## src/rtl/ffs_lock_scheduler.sv

```systemverilog
// ---------------------------------------------------------------------------
// ffs_lock_scheduler
//
// Shares one multi-cycle resource among CLIENTS requesters using round-robin
// arbitration. The highest index wins first. After an owner releases, priority
// rotates down to the indices below the previous owner. The winner keeps an
// exclusive grant until one of three events occurs:
//   - it pulses done,
//   - it drops its request, or
//   - the MAX_HOLD limit expires.
// Between two owners there is always at least one cycle with gnt all-zero, so
// the shared datapath has time to turn around.
//
// Ports
//   clk      in   1        clock
//   rst_n    in   1        asynchronous active-low reset
//   req      in   CLIENTS  level request per client
//   done     in   CLIENTS  release pulse; only the owner's bit is honoured
//   gnt      out  CLIENTS  one-hot ownership (registered), zero when idle
//   gnt_vld  out  1        |gnt (registered)
//   gnt_idx  out  IDX_W    owner index, meaningful only while gnt_vld
//   preempt  out  1        one-cycle pulse when ownership ended by MAX_HOLD
//   busy     out  1        scheduler is in the OWN state (== gnt_vld)
// ---------------------------------------------------------------------------
module ffs_lock_scheduler #(
    parameter int  CLIENTS  = 16,
    parameter int  MAX_HOLD = 8,
    localparam int IDX_W    = $clog2(CLIENTS)
) (
    input  logic               clk,
    input  logic               rst_n,
    input  logic [CLIENTS-1:0] req,
    input  logic [CLIENTS-1:0] done,
    output logic [CLIENTS-1:0] gnt,
    output logic               gnt_vld,
    output logic [IDX_W-1:0]   gnt_idx,
    output logic               preempt,
    output logic               busy
);

    // Hold counter is wide enough to reach MAX_HOLD. It is 1 bit when the
    // limit is disabled (MAX_HOLD = 0).
    localparam int HOLD_W = (MAX_HOLD > 0) ? $clog2(MAX_HOLD + 1) : 1;
    localparam logic [HOLD_W-1:0] HOLD_LIMIT = HOLD_W'(MAX_HOLD);
    localparam logic [HOLD_W-1:0] HOLD_SAT   = {HOLD_W{1'b1}};
    localparam logic [HOLD_W-1:0] HOLD_ONE   = HOLD_W'(1);

    typedef enum logic [0:0] {
        ST_IDLE = 1'b0,
        ST_OWN  = 1'b1
    } state_t;

    state_t              state_r;
    state_t              state_s;
    logic [CLIENTS-1:0]  gnt_r;
    logic [CLIENTS-1:0]  gnt_s;
    logic [IDX_W-1:0]    gnt_idx_r;
    logic [IDX_W-1:0]    gnt_idx_s;
    logic                gnt_vld_r;
    logic                busy_r;
    logic                preempt_r;
    logic                preempt_s;
    logic [HOLD_W-1:0]   hold_cnt_r;
    logic [HOLD_W-1:0]   hold_cnt_s;
    logic [CLIENTS-1:0]  mask_r;
    logic [CLIENTS-1:0]  mask_s;
    logic [CLIENTS-1:0]  req_m_s;
    logic [IDX_W-1:0]    winner_s;
    logic [CLIENTS-1:0]  release_mask_s;
    logic                rel_done_s;
    logic                rel_drop_s;
    logic                rel_expire_s;
    logic                rel_any_s;

    // Find-first-set from the top: returns the highest set bit index of v.
    // The result is 0 when v is empty.
    function automatic logic [IDX_W-1:0] highest_set(input logic [CLIENTS-1:0] v);
        logic [IDX_W-1:0] r;
        r = {IDX_W{1'b0}};
        for (int i = 0; i < CLIENTS; i++) begin
            r = v[i] ? IDX_W'(i) : r;
        end
        return r;
    endfunction

    // One-hot decode of a client index.
    function automatic logic [CLIENTS-1:0] onehot(input logic [IDX_W-1:0] idx);
        logic [CLIENTS-1:0] r;
        r = {CLIENTS{1'b0}};
        for (int i = 0; i < CLIENTS; i++) begin
            r[i] = (IDX_W'(i) == idx);
        end
        return r;
    endfunction

    // Masked requests take priority. Fall back to the full vector when no
    // client below the previous owner is requesting.
    always_comb begin
        req_m_s  = req & mask_r;
        winner_s = (|req_m_s) ? highest_set(req_m_s) : highest_set(req);
    end

    // Rotation mask after a release: only indices strictly below the owner.
    always_comb begin
        release_mask_s = {CLIENTS{1'b0}};
        for (int i = 0; i < CLIENTS; i++) begin
            release_mask_s[i] = (IDX_W'(i) < gnt_idx_r);
        end
    end

    // Release conditions, evaluated against the current owner only.
    always_comb begin
        rel_done_s   = done[gnt_idx_r];
        rel_drop_s   = ~req[gnt_idx_r];
        rel_expire_s = (MAX_HOLD != 0) && (hold_cnt_r == HOLD_LIMIT);
        rel_any_s    = rel_done_s | rel_drop_s | rel_expire_s;
    end

    // Next-state and next-output logic of the IDLE/OWN ownership FSM.
    always_comb begin
        state_s    = state_r;
        gnt_s      = gnt_r;
        gnt_idx_s  = gnt_idx_r;
        hold_cnt_s = hold_cnt_r;
        mask_s     = mask_r;
        preempt_s  = 1'b0;
        case (state_r)
            ST_IDLE: begin
                if (|req) begin
                    gnt_s      = onehot(winner_s);
                    gnt_idx_s  = winner_s;
                    hold_cnt_s = HOLD_ONE;
                    state_s    = ST_OWN;
                end else begin
                    gnt_s      = {CLIENTS{1'b0}};
                end
            end
            ST_OWN: begin
                if (rel_any_s) begin
                    gnt_s     = {CLIENTS{1'b0}};
                    mask_s    = release_mask_s;
                    state_s   = ST_IDLE;
                    // Preempt flags only a pure timeout, not a voluntary release.
                    preempt_s = rel_expire_s & ~rel_done_s & ~rel_drop_s;
                end else begin
                    // Saturate so an unlimited hold never wraps.
                    hold_cnt_s = (hold_cnt_r == HOLD_SAT) ? hold_cnt_r
                                                          : (hold_cnt_r + HOLD_ONE);
                end
            end
            default: begin
                state_s = ST_IDLE;
                gnt_s   = {CLIENTS{1'b0}};
            end
        endcase
    end

    // State and registered outputs. gnt_vld and busy are derived from the
    // next-state values so they stay in lockstep with gnt.
    always_ff @(posedge clk or negedge rst_n) begin
        if (!rst_n) begin
            state_r    <= ST_IDLE;
            gnt_r      <= {CLIENTS{1'b0}};
            gnt_idx_r  <= {IDX_W{1'b0}};
            gnt_vld_r  <= 1'b0;
            busy_r     <= 1'b0;
            preempt_r  <= 1'b0;
            hold_cnt_r <= {HOLD_W{1'b0}};
            mask_r     <= {CLIENTS{1'b0}};
        end else begin
            state_r    <= state_s;
            gnt_r      <= gnt_s;
            gnt_idx_r  <= gnt_idx_s;
            gnt_vld_r  <= |gnt_s;
            busy_r     <= (state_s == ST_OWN);
            preempt_r  <= preempt_s;
            hold_cnt_r <= hold_cnt_s;
            mask_r     <= mask_s;
        end
    end

    assign gnt     = gnt_r;
    assign gnt_vld = gnt_vld_r;
    assign gnt_idx = gnt_idx_r;
    assign preempt = preempt_r;
    assign busy    = busy_r;

endmodule
```

## config.mk

```make
export PLATFORM = sky130hd
export DESIGN_NAME = ffs_lock_scheduler
export DESIGN_NICKNAME = d
export VERILOG_FILES = /design/src/rtl/ffs_lock_scheduler.sv
export SDC_FILE = /design/constraint.sdc
export NUM_CORES = 1
export LEC_CHECK = 0
export BUFFER_PORTS_ARGS = -buffer_cell sky130_fd_sc_hd__buf_2
export CAP_MARGIN = 20
export CELL_PAD_IN_SITES_DETAIL_PLACEMENT = 0
export CELL_PAD_IN_SITES_GLOBAL_PLACEMENT = 2
export CORE_MARGIN = 2
export CORE_UTILIZATION = 30
export DETAILED_ROUTE_END_ITERATION = 8
export PLACE_DENSITY_LB_ADDON = 0.1
export SYNTH_ARGS = -nofsm -noshare
export SYNTH_HDL_FRONTEND = slang
export SYNTH_SLANG_ARGS = --single-unit
```

## constraint.sdc

```tcl
create_clock -name clk -period 5.8 [get_ports clk]
set_input_delay 0.58 -clock clk [delete_from_list [all_inputs] [get_ports clk]]
set_output_delay 0.58 -clock clk [all_outputs]
set_load 0.005 [all_outputs]
```

Yosys cells after proc, flatten, opt, wreduce, memory -nomap -nowiden
Index checks and enable logic that the tools add are counted.
- bits in registers: 43
- bits in latches: 0
- RAM bits: 0
- ROM bits: 0
- output and inout port bits: 23
- word-level logic and storage cells: 107
- memories: 0
- add/sub/neg operators: 1
- $mul: 0
- divide/modulo/power cells: 0
- order comparisons: 17
- eq/ne operators: 20
- shifts and indexed selects: 0
- multiplexer cells: 47
- bitwise operators: 8
- reduce and logical (&&, ||, !) cells: 7
- operators by type and width (kind ; count):
    2-to-1 mux 4 bit ; 20
    OR reduction 16 bit ; 3
    equality test 4 bit (first input constant) ; 8
    < comparator 4 bit (first input constant) ; 8
    2-to-1 mux 16 bit ; 2
    case mux 16 bit (2 select lines) ; 1
    2-to-1 mux 3 bit ; 8
    AND 16 bit ; 1
    equality test 3 x 4 -> 1 bit (first input constant) ; 4
    < comparator 3 x 4 -> 1 bit (first input constant) ; 4
    binary-select mux 1 bit (select 4 bit) ; 2
    equality test 2 x 4 -> 1 bit (first input constant) ; 2
    equality test 4 bit (second input constant) ; 2
    < comparator 1 x 4 -> 1 bit (first input constant) ; 2
    < comparator 2 x 4 -> 1 bit (first input constant) ; 2
    2-to-1 mux 1 bit ; 8
    2-to-1 mux 2 bit ; 4
    case mux 4 bit (2 select lines) ; 1
    != test 2 bit (second input constant) ; 3
    < comparator 4 x 5 -> 1 bit (second input constant) ; 1
    adder 4 x 1 -> 4 bit (second input constant) ; 1
    equality test 1 x 4 -> 1 bit (first input constant) ; 1
    zero test 4 bit ; 1
    AND reduction 2 bit ; 2
    5 further kinds ; 9

Longest topological paths before layout
- word-level depth: 21
- depth in mapped cells: 9
- mapped depth without buffers: 8

Worst setup path before layout
Ideal clock, no wire load.
- path type: register to register
- from: register gnt_idx_r[0], in the netlist gnt_idx[0]
- to: register mask_r[12]
- arrival: 2063 ps
- required time: 5675 ps
- setup slack: 3612 ps
- stages on the path, launching flop included: 9
- path buffers: 3
- period minus slack after synthesis: 2188 ps
- cell sequence: dfrtp_1 > buf_6 > buf_8 > mux4_2 > nand3_1 > nand4_4 > a21oi_4 > buf_6 > mux2_4
- cells in the longest elaborated chain, start to end: 6
- RTL lines (what ; RTL line ; source):
    start, declared ; 57 ; logic [IDX_W-1:0] gnt_idx_r;
    start signal, assigned ; 164 ; gnt_idx_r <= {IDX_W{1'b0}};
    start signal, assigned ; 173 ; gnt_idx_r <= gnt_idx_s;
    binary-select mux 1 bit (select 4 bit) ; 114 ; rel_drop_s = ~req[gnt_idx_r];
    2-to-1 mux 1 bit (implied by the code) ; 114 ;
    NOT 1 bit ; 114 ;
    bitwise OR 1 bit (2 in a row) ; 116 ; rel_any_s = rel_done_s | rel_drop_s | rel_expire_s;
    AND reduction 2 bit (no source line) ; n/a ;
    end signal, assigned ; 169 ; mask_r <= {CLIENTS{1'b0}};
    end signal, assigned ; 178 ; mask_r <= mask_s;
    end, declared ; 65 ; logic [CLIENTS-1:0] mask_r;
Several ways; a longest one is shown, not always the timed one. The select of a mux whose other input is x is not followed.
A chain may end at the register's enable or synchronous reset.

Final worst setup path
- from: register gnt_idx_r[0], in the netlist gnt_idx[0]
- to: register mask_r[8]
Same word-level chain as after synthesis.

==> key figures <==
Die
  – Die Height: 96.7 µm
  – Core area: 8260 µm²
  – Initial Utilization: 31.2%
  – Die width: 96.7 µm
  – Top Ports: 57
  – Die ar.: 9350 µm²
  – Row count: 33

Cells and area
  – Fill cells: 893
  – Layout Nets: 340
  – Share of cells above drive strength 1: 25.9%
  – Reg area: 1050 µm²
  – Area Growth Syn to Fin: 15.5%
  – Final core occ: 36.0%
  – Area occupied by multi-input gates: 1400 µm²
  – N_diodes: 0

Logic synthesis
  – Post-synth EDFFs: 0
  – Share of the synthesized area in the top cell type: 40.8%
  – Cells taking the most area after synthesis: dfrtp_1 (41%), a32o_1 (6.6%), mux2i_1 (4.3%), nor2_1 (4.1%), nand2_1 (3.4%)
  – Synthesized Nets: 289
  – Synth async-reset ratio: 100%
  – Gate Count Post-Synth: 253
  – Netlist Area Pre-Place: 2580 µm²
  – Top post-synthesis cells by count: dfrtp_1 (42), nor2_1 (28), nand2_1 (23)
  – Flops & latches, synth: 42
  – Most numerous cell in the Yosys netlist: dfrtp_1
  – Mapped Avg Cell Area: 10.2 µm²
  – Dominant cell type by area after synthesis: dfrtp_1
  – Post-synthesis sequential area ratio: 40.8%
  – Yosys warns: 0
  – Netlist cell types: 58
  – Ys flop type: dfrtp_1

Drt
  – Total Wirelength: 7560 µm
  – DRC errors left: 0
  – Vias: 2,258
  – DRT Pass-1 Iters: 6
  – Routed len/inst: 18.4 µm
  – Vias per cell: 5.51
  – 1st-iter DRT viols: 94
  – Post-route ant nets: 0

STA
  – RSZ-0062 raised after global routing: false
  – Fin crit period: 2840 ps
  – Final Max Tran Viols: 0
  – Clock Skew: 11.7 ps
  – Peak Freq: 0.352 GHz
  – Endpoints failing setup: 0
  – Max_slew headroom: 35.5%
  – Worst Tran Pin Value: 968 ps
  – Setup TNS: 0 ps
  – Final critical-path share of the clock period: 49.0%
  – Final Hold Vio Count: 0

Clocking
  – Worst-path clk slew: 90 ps
  – CTS Buf Count: 5
  – CTS resizes: 0
  – Clock Sinks: 42
  – Clock Tree Root: clkbuf_8
  – Post-CTS Setup Repair Bufs: 0
  – CTS tree: yes
  – Max clock buf depth: 2
  – Cts hold-fix bufs: 0
  – Worst-Skew Late Latency: 300 ps
  – H-tree lvl count: 2

Worst setup path
  – WS Path Type: flip-flop to flip-flop
  – CP max stage cell: dfrtp_1
  – Endpoint type of the worst setup path: flip-flop
  – Critical Path Source Type: flip-flop
  – WP data required: 5980 ps
  – Buf/Inv on CP: 0
  – Slowest stage delay, CP: 830 ps
  – Crit Path Max Fanout: 25
  – CP delay by family, top: multiplexers
  – Worst path arrival time: 3020 ps
  – Cells along the critical path: mux4_2, nand3_1, nand4_4, a21oi_4, mux2_2

GRT
  – Pin count of the biggest net entering global routing: 43
  – Number of global-route vias before repair: 2,249
  – First-pass GRT wire length: 12,600 µm
  – Total GRT Usage: 16.7%
  – Antenna violations before repair: 0
  – GR Overflow Total: 0

Min path
  – HP Class: input pin to async pin

Placement
  – Port buffer count: 56
  – Gpl congestion: 0.797
  – Hpwl dp: 5620 µm

Power and ir drop
  – Maximum VDD drop: 0.207 mV
  – Cell Pwr Density: 498 nW/µm²
  – Leak pwr: 1.34 nW

Run status
  – Outcome: finished clean

Job
  – Number of max-cap violations: 0
path summary, 6_finish.rpt:
kind | start | to | slack (ps) | depth (start not counted)
max | gnt_idx[0] | mask_r[8] | 2960 | 5
min | rst_n | mask_r[1] | 420 | 1
max reg2reg | gnt_idx[0] | mask_r[8] | 2960 | 5
min reg2reg | hold_cnt_r[3] | hold_cnt_r[3] | 520 | 1
max in group asynchronous | rst_n | hold_cnt_r[1] | 4770 | 1
min in group clk | hold_cnt_r[3] | hold_cnt_r[3] | 520 | 1
cell families after synthesis:
kind of cell | synth area share, %
and+or+nand+nor | 18.8
AOI/OAI and AO/OA | 23.8
DFF | 40.8
buffers and inverters | 4.95
muxes | 10.4
adders and majority gates | 0.971
xor gates and xnor gates | 0.340
stage by stage:
stage / power (W) / hold slack (ps) / area [µm²] / setup slack, ps / std cells
3_3_place_gp: 0.00130 / 501 / 2890 / 2910 / 402
4_1_cts: 0.00150 / 472 / 2980 / 2930 / 410
3_5_place_dp: 0.00130 / 504 / 2890 / 2890 / 402
5_1_grt: 0.00161 / 495 / 2980 / 2750 / 410
6_report: 0.00148 / 419 / 2980 / 2960 / 410
2_1_floorplan: 0.00112 / 284 / 2580 / 3610 / 253
report_power, final:
part / switching (W) / internal [W] / leakage [nW]
combinational: 0.000431 / 0.000325 / 0.782
sequential: 0.000150 / 0.000382 / 0.508
clock: 0.000110 / 0.0000852 / 0.0452
total: 0.000691 / 0.000793 / 1.34
placed cells by master, fill, tap and decap left out, types with 4 or more instances in the layout:
master,Yosys,layout
a31oi_1,6,6
nand3_1,5,5
and2_1,4,4
a21oi_1,12,12
clkbuf_8,0,5
a32o_1,17,17
nand2b_1,4,4
a22oi_1,6,6
mux2i_1,11,11
buf_2,3,56
dfrtp_1,42,42
nand2_1,23,23
nor4_1,7,7
and3_1,5,5
mux2_2,4,4
inv_1,8,8
nor2_1,28,28
layout make-up:
cell class | count | area share, %
timing repair buffer | 56 | 9.42
clock inverter | 2 | 0.462
tap | 105 | 4.41
inverter | 8 | 1.01
clock buffer | 6 | 2.44
multi-input combinational | 191 | 47.0
sequential | 42 | 35.3
sequential cells by signal, indices dropped and copies added (netlist names):
signal	count
gnt_idx	4
hold_cnt_r	4
busy	1
mask_r	15
gnt_vld	1
preempt	1
gnt	16
layer usage:
layer	vias to the layer above	routed length, µm	GRT usage, %
li1	1081	-	-
met2	53	3550	26.1
met1	1119	3680	24.1
met5	-	0	0
met3	5	300	3.68
met4	0	40	2.60
No activity file was read; power rests on OpenSTA's default activity.
